**config.mk**
```make
export PLATFORM = sky130hd
export DESIGN_NAME = softmax_row_max_sub
export DESIGN_NICKNAME = d
export VERILOG_FILES = /design/src/rtl/softmax_row_max_sub.sv
export SDC_FILE = /design/constraint.sdc
export NUM_CORES = 2
export LEC_CHECK = 0
export BUFFER_PORTS_ARGS = -buffer_cell sky130_fd_sc_hd__buf_2
export CORE_AREA = 2 2 409 411
export DETAILED_ROUTE_END_ITERATION = 8
export DIE_AREA = 0 0 411 413
export HOLD_SLACK_MARGIN = 0.12
export PLACE_DENSITY_LB_ADDON = 0.25
export SLEW_MARGIN = 20
export SYNTH_ARGS = -nofsm -noshare
export SYNTH_HDL_FRONTEND = slang
export SYNTH_SLANG_ARGS = --single-unit
export TNS_END_PERCENT = 30
```
**constraint.sdc**
```tcl
create_clock -name i_clk -period 6 [get_ports i_clk]
set_input_delay 0.6 -clock i_clk [delete_from_list [all_inputs] [get_ports i_clk]]
set_output_delay 0.6 -clock i_clk [all_outputs]
set_load 0.01 [all_outputs]
```
**src/rtl/softmax_row_max_sub.sv**
```systemverilog
// softmax_row_max_sub: row maximum search and x[i]-max subtraction stage.
// Buffers one N-element signed row, then emits saturated x[i]-max per element.
//
// Ports:
//   i_clk      clock
//   i_rst      synchronous reset, active-high
//   i_valid    row present on i_row; taken only while o_ready=1
//   i_row      N x DW signed input row, sampled on the acceptance edge
//   o_ready    idle, a row is accepted this cycle
//   o_row      N x DW signed x[i]-max, saturated; held until next result
//   o_max      signed row maximum of the last result
//   o_max_idx  lowest index holding that maximum
//   o_valid    one-cycle pulse when o_row/o_max/o_max_idx update
module softmax_row_max_sub #(
    parameter int N = 32,
    parameter int DW = 16,
    localparam int IW = $clog2(N)
) (
    input  logic                      i_clk,
    input  logic                      i_rst,
    input  logic                      i_valid,
    input  logic [N-1:0][DW-1:0]      i_row,
    output logic                      o_ready,
    output logic [N-1:0][DW-1:0]      o_row,
    output logic signed [DW-1:0]      o_max,
    output logic [IW-1:0]             o_max_idx,
    output logic                      o_valid
);

    typedef enum logic [1:0] {
        IDLE,
        SCAN,
        SUB,
        DONE
    } state_t;

    localparam logic [IW-1:0] LAST = IW'(N - 1);
    localparam logic signed [DW:0] MIN_EXT =
        {2'b11, {(DW-1){1'b0}}};
    localparam logic signed [DW-1:0] MIN_VAL =
        {1'b1, {(DW-1){1'b0}}};

    state_t               state;
    logic signed [DW-1:0] row_buf [N];
    logic signed [DW-1:0] max_r;
    logic [IW-1:0]        maxi_r;
    logic [IW-1:0]        idx;

    logic signed [DW-1:0] cur;
    logic signed [DW:0]   diff;
    logic signed [DW-1:0] sat_diff;

    // Single shared element read port feeds both the comparator
    // and the subtractor; the difference is widened by one bit so
    // the full [-(2^DW-1), 0] range is visible before clamping.
    always_comb begin
        cur      = row_buf[idx];
        diff     = {cur[DW-1], cur} - {max_r[DW-1], max_r};
        sat_diff = diff[DW-1:0];
        if (diff < MIN_EXT) begin
            sat_diff = MIN_VAL;
        end
    end

    assign o_ready = (state == IDLE);

    always_ff @(posedge i_clk) begin
        if (i_rst) begin
            state     <= IDLE;
            o_row     <= '0;
            o_max     <= '0;
            o_max_idx <= '0;
            o_valid   <= 1'b0;
            max_r     <= '0;
            maxi_r    <= '0;
            idx       <= '0;
            for (int i = 0; i < N; i++) begin
                row_buf[i] <= '0;
            end
        end else begin
            o_valid <= 1'b0;
            unique case (state)
                IDLE: begin
                    if (i_valid) begin
                        for (int i = 0; i < N; i++) begin
                            row_buf[i] <= i_row[i];
                        end
                        max_r  <= i_row[0];
                        maxi_r <= '0;
                        idx    <= IW'(1);
                        state  <= SCAN;
                    end
                end
                SCAN: begin
                    // Strict compare keeps the lowest index on ties.
                    if (cur > max_r) begin
                        max_r  <= cur;
                        maxi_r <= idx;
                    end
                    if (idx == LAST) begin
                        idx   <= '0;
                        state <= SUB;
                    end else begin
                        idx <= idx + IW'(1);
                    end
                end
                SUB: begin
                    row_buf[idx] <= sat_diff;
                    if (idx == LAST) begin
                        state <= DONE;
                    end else begin
                        idx <= idx + IW'(1);
                    end
                end
                DONE: begin
                    for (int i = 0; i < N; i++) begin
                        o_row[i] <= row_buf[i];
                    end
                    o_max     <= max_r;
                    o_max_idx <= maxi_r;
                    o_valid   <= 1'b1;
                    state     <= IDLE;
                end
                default: begin
                    state <= IDLE;
                end
            endcase
        end
    end

endmodule

```
=== Yosys cells after proc, flatten, opt, wreduce, memory -nomap -nowiden ===
Memories as Yosys holds them, arrays and structs flattened. A register that Yosys moved wholly into a read port is not among the register bits.
Index checks and enable logic that the tools add are counted.

* Add/sub/neg operators: 2
* Multiply operators: 0
* Div/mod/pow operators: 0
* $lt $le $gt $ge: 2
* Equal/unequal tests: 9
* Shift operators: 0
* Mux-type cells: 62
* Bitwise gates (word level): 32
* Reduce and logical (&&, ||, !) cells: 7

{| class="wikitable"
|+ Operators with widths
! operator !! number
|-
| two-way mux 16 bit || 36
|-
| two-way mux 5 bit || 8
|-
| OR 1 bit || 32
|-
| case mux 16 bit (2 select lines) || 1
|-
| less-than comparator 17 x 16 -> 1 bit (second input constant) || 1
|-
| subtractor 16 x 16 -> 17 bit || 1
|-
| > comparator 16 bit || 1
|-
| OR reduction 16 bit || 1
|-
| case mux 5 bit (3 select lines) || 1
|-
| two-way mux 1 bit || 11
|-
| inequality test 2 bit (second input constant) || 5
|-
| case mux 5 bit (2 select lines) || 1
|-
| AND reduction 3 bit || 3
|-
| case mux 2 bit (4 select lines) || 1
|-
| two-way mux 2 bit || 3
|-
| adder 5 x 1 -> 5 bit (second input constant) || 1
|-
| == test 5 bit (second input constant) || 1
|-
| == test 2 bit (second input constant) || 2
|-
| nonzero test 3 bit || 1
|-
| == test 2 x 1 -> 1 bit (second input constant) || 1
|-
| logical NOT 2 bit || 1
|-
| nonzero test 2 bit || 1
|}

* Flip-flop bits (word level): 50
* Bits in latches: 0
* Memory bits (writable): 512
* Memory bits (read-only): 0
* Input port bits: 515
* Output and inout port bits: 535
* Word-level logic and storage cells: 122
* Memories kept: 1

{| class="wikitable"
|+ Memories
! name !! depth !! bits a word !! rd ports !! clocked after memory_dff !! write ports !! line !! RTL
|-
| row_buf || 32 || 16 || 33 || 33 || 32 || 44 || <nowiki>logic signed [DW-1:0] row_buf [N];</nowiki>
|}

=== Longest topological paths before layout ===
* Depth after elaboration: 6
* Mapped depth: 19
* Depth with buffers taken out: 13

=== Worst setup path after synthesis ===
Ideal clock, no wire load.

* Kind: register -> register
* Start: reg with a tool-made name
* End: mem row_buf[4][10] (data pin)
* Setup time: 269 ps
* Arrival time: 3846 ps
* Required time: 5731 ps
* Path slack: 1886 ps
* Stages on the path, launching flop included: 20
* Path buffers: 8
* Period minus slack after synthesis: 4114 ps
* Cell sequence: dfxtp_1 > buf_2 > buf_2 > buf_1 > buf_2 > mux2i_1 > o22ai_1 > nor4_1 > nand2_1 > ha_1 > buf_2 > and4_1 > nand4_1 > o21bai_1 > a31o_1 > buf_4 > o21ai_4 > buf_6 > buf_6 > o31ai_2

{| class="wikitable"
|+ RTL lines
! element !! line
|-
| to (decl) || 44
|}

==> impl_metrics.env <==
export IMPL_fmax_ghz=0.173
export IMPL_min_period_over_period=0.966
export IMPL_irDropWorstVdd_mv=1.27
export IMPL_post_drt_wl_per_cell_um=31.8
export IMPL_grt_overflow=0
export IMPL_clkSinkCount=1079
export IMPL_drv_slew=0
export IMPL_synth_async_reset_ratio=0
export IMPL_layout_common_cells="sky130_fd_sc_hd__buf_2 (1048), sky130_fd_sc_hd__mux2i_1 (733), sky130_fd_sc_hd__nor2_1 (572), sky130_fd_sc_hd__dfxtp_1 (566), sky130_fd_sc_hd__edfxtp_1 (512)"
export IMPL_dp_hpwl_mm=189
export IMPL_worst_ep_required_time_ns=6.51
export IMPL_fin_skew_ns=0.0403
export IMPL_post_synth_top_area_fraction=0.319
export IMPL_die_w_um=411
export IMPL_final_design_area_no_fill_sq_um=64700
export IMPL_pre_cts_slack_ns=0.248
export IMPL_netlist_area_sq_um=48100
export IMPL_grt_first_pass_wirelength_mm=339
export IMPL_core_area_sq_um=166000
export IMPL_ys_seq_area_frac=0.555
export IMPL_yosysWarnings=0
export IMPL_drc_errors=0
export IMPL_io_buffer_count=1049
export IMPL_max_cap_violations=0
export IMPL_ys_dominant_reg_cell="sky130_fd_sc_hd__dfxtp_1"
export IMPL_arrival_ns=6.30
export IMPL_critical_path_class="flip-flop to flip-flop"
export IMPL_worst_slew_margin_rel=0.219
export IMPL_clock_tree_from_tritoncts="yes"
export IMPL_element_type_at_the_critical_path_end="flip-flop"
export IMPL_layout_area_growth_over_synthesis_pct=34.4
export IMPL_commonest_non_fill_non_tap_cell_in_the_layout="sky130_fd_sc_hd__buf_2"
export IMPL_post_drt_via_cell_ratio=5.29
export IMPL_seqCellArea_sq_um=26700
export IMPL_postCtsHoldBufs=416
export IMPL_crit_path_frequent_cell="sky130_fd_sc_hd__buf_4"
export IMPL_clk_latency_ns=0.81
export IMPL_critical_path_top_delay_family="compound AO/OA/AOI/OAI gates"
export IMPL_count_of_flip_flops_with_a_built_in_enable_after_synthesis=512
export IMPL_worst_setup_path_start_kind="flip-flop"
export IMPL_drt_pass1_iter_count=6
export IMPL_multiInputGateArea_sq_um=19800
export IMPL_syn_inst=4418
export IMPL_tightest_slew_ns=1.17
export IMPL_num_fill_cells=16400
export IMPL_synth_cell_types=72
export IMPL_static_leakage_power_nw=25.0
export IMPL_post_cts_buffers=0
export IMPL_cts_htree_levels=4
export IMPL_gr_usage_all_layers=0.289
export IMPL_final_min_clock_period_ns=5.80
export IMPL_tritoncts_num_buffers=132
export IMPL_cts_buffer_depth=3
export IMPL_path_max_fanout=36
export IMPL_worst_path_cell_chain="buf_12 > mux2i_1 > o22ai_1 > nor4_1 > buf_4 > nand2_1 > ha_1 > and4_1 > nand4_1 > o21bai_1 > a31o_1 > o21ai_4 > buf_4 > o31ai_1"
export IMPL_netlist_top_cells_area="sky130_fd_sc_hd__edfxtp_1 (32%), sky130_fd_sc_hd__dfxtp_1 (24%), sky130_fd_sc_hd__mux2i_1 (15%)"
export IMPL_critical_path_max_stage_delay_ns=0.67
export IMPL_grt_antenna_before_repair=49
export IMPL_standard_cell_rows=150
export IMPL_result_of_the_run="complete, no violations"
export IMPL_final_setup_worst_slack_ns=0.204
export IMPL_grt_start_max_net_pins=194
export IMPL_synth_largest_area_cell="sky130_fd_sc_hd__edfxtp_1"
export IMPL_syn_area_cell_sq_um=10.9
export IMPL_report_final_hold_viol_count=0
export IMPL_vias=42800
export IMPL_die_area_sq_um=170000
export IMPL_worst_setup_hold_path_clk_slew_ns=0.06
export IMPL_dr_first_iter_drc_count=4013
export IMPL_finalSetupTns_ns=0
export IMPL_cts_root_buffer="sky130_fd_sc_hd__clkbuf_16"
export IMPL_worst_hold_path_type="input pin to flip-flop"
export IMPL_gp_congestion=0.943
export IMPL_cts_repair_resized=0
export IMPL_cp_slowest_cell="sky130_fd_sc_hd__dfxtp_4"
export IMPL_powerDensity_nw_per_um2=530
export IMPL_synthesis_stage_register_bit_count=1079
export IMPL_die_height_um=413
export IMPL_detail_route_wirelength_mm=257
export IMPL_crit_buf_inv=3
export IMPL_number_of_global_route_vias_before_repair=41200
export IMPL_syn_nets=4960
export IMPL_floorplan_io_pins=1050
export IMPL_initial_util=0.290
export IMPL_final_nets=6281
export IMPL_setup_viol=0
export IMPL_layout_drive_gt1_share=0.261
export IMPL_detailed_place_area_sq_um=56000
export IMPL_rsz0062_at_grt="no"
export IMPL_antenna_violating_nets_post_route=0
## cell type report
type	instances	share of cell area
clock buffers	191	0.0581
clock inverters	55	0.0113
inverters	28	0.00162
well taps	2204	0.0426
flip-flops and latches	1079	0.413
diodes	26	0.00101
repair buffers	1604	0.166
multi-input cells	2894	0.306
## where the power goes
| part | leakage [nW] | internal, mW | switching (mW) |
|---|---|---|---|
| clock network | 2.17 | 4.75 | 3.54 |
| registers | 10.1 | 9.02 | 1.01 |
| logic | 12.7 | 3.66 | 12.3 |
| total | 25.0 | 17.4 | 16.9 |
## flip-flops by register name, summed over array words and instances, names as in the netlist, named ones only
signal	cells
o_max_idx	5
max_r	16
state	2
maxi_r	5
o_row	512
row_buf	512
idx	5
o_max	16
o_valid	1
## synthesized netlist by cell type, types with 28 or more instances
| master | instances |
|---|---|
| sky130_fd_sc_hd__o21ai_0 | 406 |
| sky130_fd_sc_hd__mux2_2 | 64 |
| sky130_fd_sc_hd__dfxtp_1 | 567 |
| sky130_fd_sc_hd__o22ai_1 | 97 |
| sky130_fd_sc_hd__mux2i_1 | 733 |
| sky130_fd_sc_hd__clkbuf_1 | 282 |
| sky130_fd_sc_hd__a21oi_1 | 67 |
| sky130_fd_sc_hd__nand2_1 | 97 |
| sky130_fd_sc_hd__inv_1 | 28 |
| sky130_fd_sc_hd__nor2_1 | 574 |
| sky130_fd_sc_hd__o31ai_1 | 63 |
| sky130_fd_sc_hd__nand3_1 | 295 |
| sky130_fd_sc_hd__edfxtp_1 | 512 |
| sky130_fd_sc_hd__buf_1 | 53 |
| sky130_fd_sc_hd__nand3b_1 | 227 |
| sky130_fd_sc_hd__o31ai_2 | 34 |
| sky130_fd_sc_hd__a22o_1 | 32 |
| sky130_fd_sc_hd__buf_2 | 46 |
## cell families (layout without fill, tap and decap cells)
family          count (synthesis)  after routing  synth area share
other cells                     0             26                 0
simple gates                 1278           1278             0.130
fa+ha+maj                      27             27           0.00717
xor+xnor                        7              7           0.00127
mux                           797            797             0.167
flops                        1079           1079             0.555
compound gates                785            785             0.101
buf+inv                       445           1878            0.0379
## worst register-to-register path, stage by stage (launching register included)
cell                       delay [ns]
sky130_fd_sc_hd__dfxtp_4         0.67
sky130_fd_sc_hd__buf_12          0.35
sky130_fd_sc_hd__mux2i_1         0.62
sky130_fd_sc_hd__o22ai_1         0.37
sky130_fd_sc_hd__nor4_1          0.49
sky130_fd_sc_hd__buf_4           0.19
sky130_fd_sc_hd__nand2_1         0.05
sky130_fd_sc_hd__ha_1            0.43
sky130_fd_sc_hd__and4_1          0.34
sky130_fd_sc_hd__nand4_1         0.16
sky130_fd_sc_hd__o21bai_1        0.28
sky130_fd_sc_hd__a31o_1          0.51
sky130_fd_sc_hd__o21ai_4         0.36
sky130_fd_sc_hd__buf_4           0.47
sky130_fd_sc_hd__o31ai_1         0.20
## final timing paths
| path | from | slack, ns | to | depth (start not counted) |
|---|---|---|---|---|
| max reg2reg | flip-flop | 0.20 | row_buf[21][13] | 14 |
| min | i_row[396] | 0.18 | row_buf[24][12] | 3 |
| max | flip-flop | 0.20 | row_buf[21][13] | 14 |
| min reg2reg | o_row[294] | 0.49 | o_row[294] | 2 |
## through the flow
stage               total power, mW  std cells  utilization  hold slack (ns)
CTS                            34.3       8055        0.389            0.120
global route                   35.1       8072        0.390            0.133
global placement               25.7       7393        0.337            0.467
floorplan                      16.0       4418            -            0.460
detailed placement             25.8       7393        0.337            0.474
finish                         34.3       8081        0.390            0.177
## per-layer routing
layer,track usage,routed length (um)
met5,0,80
met3,0.0640,18900
met1,0.353,102000
met2,0.485,123000
met4,0.136,13500
No activity file was read; power rests on OpenSTA's default activity.
